--- src/rtl/sram_ctrl_pkg.sv ---
// Shared types and timing defaults for the 4x4 SRAM access controller.
package sram_ctrl_pkg;

  typedef enum logic [2:0] {
    IDLE,
    PRECH,
    WLON,
    SENSE,
    RESP
  } state_t;

  localparam int PRE_CYC_D = 1;
  localparam int WL_CYC_D  = 2;
  localparam int SA_CYC_D  = 1;
  localparam int CNT_W     = 4;

  // A phase of N cycles counts down from N-1 to 0 and leaves on zero.
  function automatic logic [CNT_W-1:0] phase_load(input int cycles);
    return CNT_W'(cycles - 1);
  endfunction

endpackage

--- src/rtl/sram_wl_decoder.sv ---
// Row address to one-hot wordline decode; all-zero when not enabled.
module sram_wl_decoder #(
  parameter int ADDR_W = 2
) (
  input  logic [ADDR_W-1:0]    addr,
  input  logic                 en,
  output logic [2**ADDR_W-1:0] wl
);

  always_comb begin
    wl = '0;
    if (en) wl[addr] = 1'b1;
  end

endmodule

--- src/rtl/sram4x4_access_ctrl.sv ---
// Sequences precharge, wordline, write-driver and sense-amp timing for one
// SRAM row access at a time; every array-facing output comes from a flop.
module sram4x4_access_ctrl
  import sram_ctrl_pkg::*;
#(
  parameter int ADDR_W  = 2,
  parameter int DATA_W  = 4,
  parameter int PRE_CYC = PRE_CYC_D,
  parameter int WL_CYC  = WL_CYC_D,
  parameter int SA_CYC  = SA_CYC_D
) (
  input  logic                 clk,
  input  logic                 rst_n,
  input  logic                 req_valid,
  output logic                 req_ready,
  input  logic                 req_we,
  input  logic [ADDR_W-1:0]    req_addr,
  input  logic [DATA_W-1:0]    req_wdata,
  output logic                 rsp_valid,
  output logic [DATA_W-1:0]    rsp_rdata,
  output logic [2**ADDR_W-1:0] wl,
  output logic                 pre_n,
  output logic                 wd_en,
  output logic [DATA_W-1:0]    wd_data,
  output logic                 sae,
  input  logic [DATA_W-1:0]    sa_out
);

  localparam int ROWS = 2**ADDR_W;

  if (ADDR_W != 2) begin : g_bad_addr_w
    $error("ADDR_W must be 2 for the 4x4 array");
  end
  if (PRE_CYC < 1 || PRE_CYC > 15) begin : g_bad_pre
    $error("PRE_CYC must be in 1..15");
  end
  if (WL_CYC < 1 || WL_CYC > 15) begin : g_bad_wl
    $error("WL_CYC must be in 1..15");
  end
  if (SA_CYC < 1 || SA_CYC > 15) begin : g_bad_sa
    $error("SA_CYC must be in 1..15");
  end

  state_t             state, state_next;
  logic [CNT_W-1:0]   cnt, cnt_next;
  logic               we_q;
  logic [ADDR_W-1:0]  addr_q;
  logic               accept;
  logic               row_en;
  logic [ROWS-1:0]    wl_dec;

  assign accept = req_valid && req_ready;

  always_comb begin
    state_next = state;
    cnt_next   = cnt;
    case (state)
      IDLE: begin
        if (accept) begin
          state_next = PRECH;
          cnt_next   = phase_load(PRE_CYC);
        end
      end
      PRECH: begin
        if (cnt == '0) begin
          state_next = WLON;
          cnt_next   = phase_load(WL_CYC);
        end else begin
          cnt_next = cnt - 1'b1;
        end
      end
      WLON: begin
        if (cnt == '0) begin
          state_next = we_q ? RESP : SENSE;
          cnt_next   = we_q ? '0 : phase_load(SA_CYC);
        end else begin
          cnt_next = cnt - 1'b1;
        end
      end
      SENSE: begin
        if (cnt == '0) begin
          state_next = RESP;
          cnt_next   = '0;
        end else begin
          cnt_next = cnt - 1'b1;
        end
      end
      RESP: begin
        state_next = IDLE;
        cnt_next   = '0;
      end
      default: begin
        state_next = IDLE;
        cnt_next   = '0;
      end
    endcase
  end

  // Outputs are registered from the next state, so they line up with the state itself.
  assign row_en = (state_next == WLON) || (state_next == SENSE);

  sram_wl_decoder #(.ADDR_W(ADDR_W)) u_wl_decoder (
    .addr (addr_q),
    .en   (row_en),
    .wl   (wl_dec)
  );

  always_ff @(posedge clk or negedge rst_n) begin
    if (!rst_n) begin
      state     <= IDLE;
      cnt       <= '0;
      we_q      <= 1'b0;
      addr_q    <= '0;
      req_ready <= 1'b1;
      rsp_valid <= 1'b0;
      rsp_rdata <= '0;
      wl        <= '0;
      pre_n     <= 1'b1;
      wd_en     <= 1'b0;
      wd_data   <= '0;
      sae       <= 1'b0;
    end else begin
      state     <= state_next;
      cnt       <= cnt_next;
      req_ready <= (state_next == IDLE);
      rsp_valid <= (state_next == RESP);
      wl        <= wl_dec;
      pre_n     <= (state_next != PRECH);
      wd_en     <= (state_next == WLON) && we_q;
      sae       <= (state_next == SENSE);
      if (accept) begin
        we_q    <= req_we;
        addr_q  <= req_addr;
        wd_data <= req_wdata;
      end
      if (state == SENSE && cnt == '0) rsp_rdata <= sa_out;
    end
  end

endmodule
--- config.mk ---
export PLATFORM = sky130hd
export DESIGN_NAME = sram4x4_access_ctrl
export DESIGN_NICKNAME = d
export VERILOG_FILES = /design/src/rtl/sram_ctrl_pkg.sv /design/src/rtl/sram_wl_decoder.sv /design/src/rtl/sram4x4_access_ctrl.sv
export SDC_FILE = /design/constraint.sdc
export NUM_CORES = 1
export LEC_CHECK = 0
export CELL_PAD_IN_SITES_DETAIL_PLACEMENT = 1
export CELL_PAD_IN_SITES_GLOBAL_PLACEMENT = 2
export CORE_ASPECT_RATIO = 0.9
export CORE_MARGIN = 8
export CORE_UTILIZATION = 32
export DETAILED_ROUTE_END_ITERATION = 12
export GPL_TIMING_DRIVEN = 0
export PLACE_DENSITY_LB_ADDON = 0.1
export SLEW_MARGIN = 0
export SYNTH_ARGS = -nofsm -noshare
export SYNTH_HDL_FRONTEND = slang
export SYNTH_SLANG_ARGS = --single-unit
export TNS_END_PERCENT = 10
--- constraint.sdc ---
create_clock -name clk -period 2.8 [get_ports clk]
set_input_delay 0.42 -clock clk [delete_from_list [all_inputs] [get_ports clk]]
set_output_delay 0.42 -clock clk [all_outputs]
set_load 0.01 [all_outputs]
==> impl_metrics.json <==
{
  "status": "finished clean",
  "nets": 146,
  "critPathCapture": "rsp_rdata[2]",
  "path_cells": "buf_6, or4_4, buf_6, nor3_4, mux2_2",
  "finalMaxSlewViolations": 0,
  "hpwl_um": 2020,
  "crit_slowest_cell": "or4_4",
  "clk_latency_ps": 270,
  "final_hold_viol_count": 0,
  "ys_async_sr_fraction_pct": 100,
  "drive_above_1_share_pct": 17.6,
  "drt_first_pass_iters": 4,
  "cts_tree": "yes",
  "worstPathRequired_ps": 2960,
  "reg2reg_from": "cnt[0]",
  "setup_violations": 0,
  "synth_cells": 97,
  "drt-total-wl_um": 2660,
  "worstPathArrival_ps": 2050,
  "cts-root-buf": "clkbuf_8",
  "synth-edff-count": 0,
  "yosys_most_used_dff": "dfrtp_1",
  "drt-initial-drc-count": 19,
  "grt.overflow.total": 0,
  "die_x_um": 79.6,
  "leakagePower_nw": 0.641,
  "cts_sinks": 27,
  "drv_cap": 0,
  "antenna_cells": 0,
  "first_global_vias": 933,
  "postCtsHoldBufs": 0,
  "postCtsSetupBuffers": 0,
  "gp_congestion": 0.711,
  "skew_ps": 2.95,
  "core_region_area_um2": 3430,
  "irDropWorstVdd_uv": 436,
  "r2r-end": "rsp_rdata[2]",
  "grt_pass1_wl_um": 4460,
  "crit_top_cell": "buf_6",
  "yosysSeqAreaShare_pct": 58.2,
  "syn_to_final_growth_pct": 33.9,
  "rsz0062_at_grt": "false",
  "max_freq_mhz": 527,
  "antenna_found_initial": 0,
  "synth.distinct_cells": 30,
  "cts_resized": 0,
  "drc": 0,
  "avgSynthCellArea_um2": 12.0,
  "holdWs_ps": 155,
  "ff2ff_path_depth": 5,
  "rows": 20,
  "wl_per_cell_um": 15.2,
  "crit_type": "flip-flop to flip-flop",
  "maxSlewHeadroom_pct": 45.3,
  "numCtsBuffers": 3,
  "fp.dieArea_um2": 5830,
  "syn_nets": 111,
  "ant_nets": 0,
  "grt.total_usage_pct": 9.59,
  "syn_area_um2": 1160,
  "timing.final.crit_share_pct": 67.7,
  "critPathLaunch": "cnt[0]",
  "io_buffers": 30,
  "period_minus_slack_ps": 1900,
  "yosys_warnings": 0,
  "crit_cells": 5,
  "initial_core_util_pct": 34.0,
  "ios": 31,
  "power_density_nw_per_um2": 1140,
  "reg2reg_slack_ps": 900,
  "hp-class": "primary input to asynchronous set/reset pin",
  "cp_max_fo": 8,
  "ys_seq_elements": 27,
  "routed_via_density": 5.07,
  "clk_pin_slew_worst_paths_ps": 90,
  "finalSetupTns_ps": 0,
  "cp-start-kind": "flip-flop",
  "slowest_delay_ps": 500,
  "htree_levels": 1,
  "worst-path-buf-inv": 2,
  "die_h_um": 73.2,
  "tightest_slew_ps": 799,
  "vias": 887,
  "grt_max_degree": 28,
  "endpoint_kind": "flip-flop",
  "cpLargestDelayFamily": "simple AND/OR/NAND/NOR gates",
  "cts_buffer_depth": 2
}
sequential cells by signal, indices dropped and copies added, names as in the netlist, 2 cells and up:
name	cells
cnt	4
state	3
addr_q	2
rsp_rdata	4
wl	4
wd_data	4
synth_stat cells, drive strengths merged, types with 2 or more instances:
cell type  instances  area share, %
a21oi              6            2.6
buf                2            1.9
clkbuf             4            1.3
dfrtp             25             54
dfstp              2            4.5
inv                3           0.97
mux2              11             11
nand2              5            1.6
nand2b             3            1.6
nand3              2           0.86
nor2               7            2.3
nor3               6            3.5
nor3b              2            1.7
nor4               2            1.1
nor4b              2            1.5
o21ai              2           0.86
o21bai             2            1.3
metal layers:
metal  track usage [%]  vias to the layer above  routed length [um]
met2              16.5                       16                1420
li1                  -                      415                   -
met3              3.08                        5                 145
met5                 0                        -                   0
met1              10.9                      451                1070
met4              3.08                        0                  28
area by class of cell:
type                    count  area, um^2
inverters                   3        11.3
plain buffers               6        37.5
clock buffers               4        45.0
fillers                   369        1870
repair buffers             30         295
multi-input cells          61         438
flip-flops and latches     27         678
well taps                  44        55.1
power breakdown:
group          leakage, nW  internal [mW]  switching (mW)
sequential           0.339          0.566          0.0844
clock               0.0228          0.102           0.115
combinational        0.280          0.477           0.434
total                0.641           1.14           0.633
how the worst min path moves through the flow:
stage	from	to	slack, ps	depth (start not counted)
CTS	wd_data[0]	wd_data[0]	510	1
floorplan	rst_n	addr_q[0]	120	0
detailed placement	wd_data[1]	wd_data[1]	500	1
global route	rst_n	addr_q[0]	200	1
global placement	wd_data[2]	wd_data[2]	490	1
finish	rst_n	wl[0]	160	1
placed cells by master, fill, tap and decap left out, drive strengths merged:
master / instances
nor4: 2
or4: 1
nor2: 7
nor3: 6
a2111oi: 1
nand2b: 3
clkbuf: 8
o41ai: 1
dfrtp: 25
dfstp: 2
buf: 3
nor3b: 2
nand2: 5
a221oi: 1
nand3: 2
a21o: 1
inv: 3
o31a: 1
a21oi: 6
a32o: 1
or3: 1
nor4b: 2
o22ai: 1
o21bai: 2
o21ba: 1
mux2: 11
o21ai: 2
o21a: 1
clkdlybuf4s50: 29
per-stage QoR:
stage	instances	utilization (%)	instance area, um^2	power [mW]	worst slack (ps)
4_1_cts	175	45.7	1570	1.82	884
3_5_place_dp	171	44.3	1520	1.59	758
2_1_floorplan	97	-	1160	1.20	994
6_report	175	45.5	1560	1.78	904
3_3_place_gp	171	44.3	1520	1.55	845
5_1_grt	175	45.5	1560	1.91	825
logic make-up after synthesis:
kind of cell / Yosys count / share of synthesized area [%]
and+or+nand+nor: 31 / 15.7
DFF: 27 / 58.2
AOI/OAI and AO/OA: 19 / 11.3
muxes: 11 / 10.6
buffers and inverters: 9 / 4.19
Note: power is estimated with default switching activity, not from simulation.
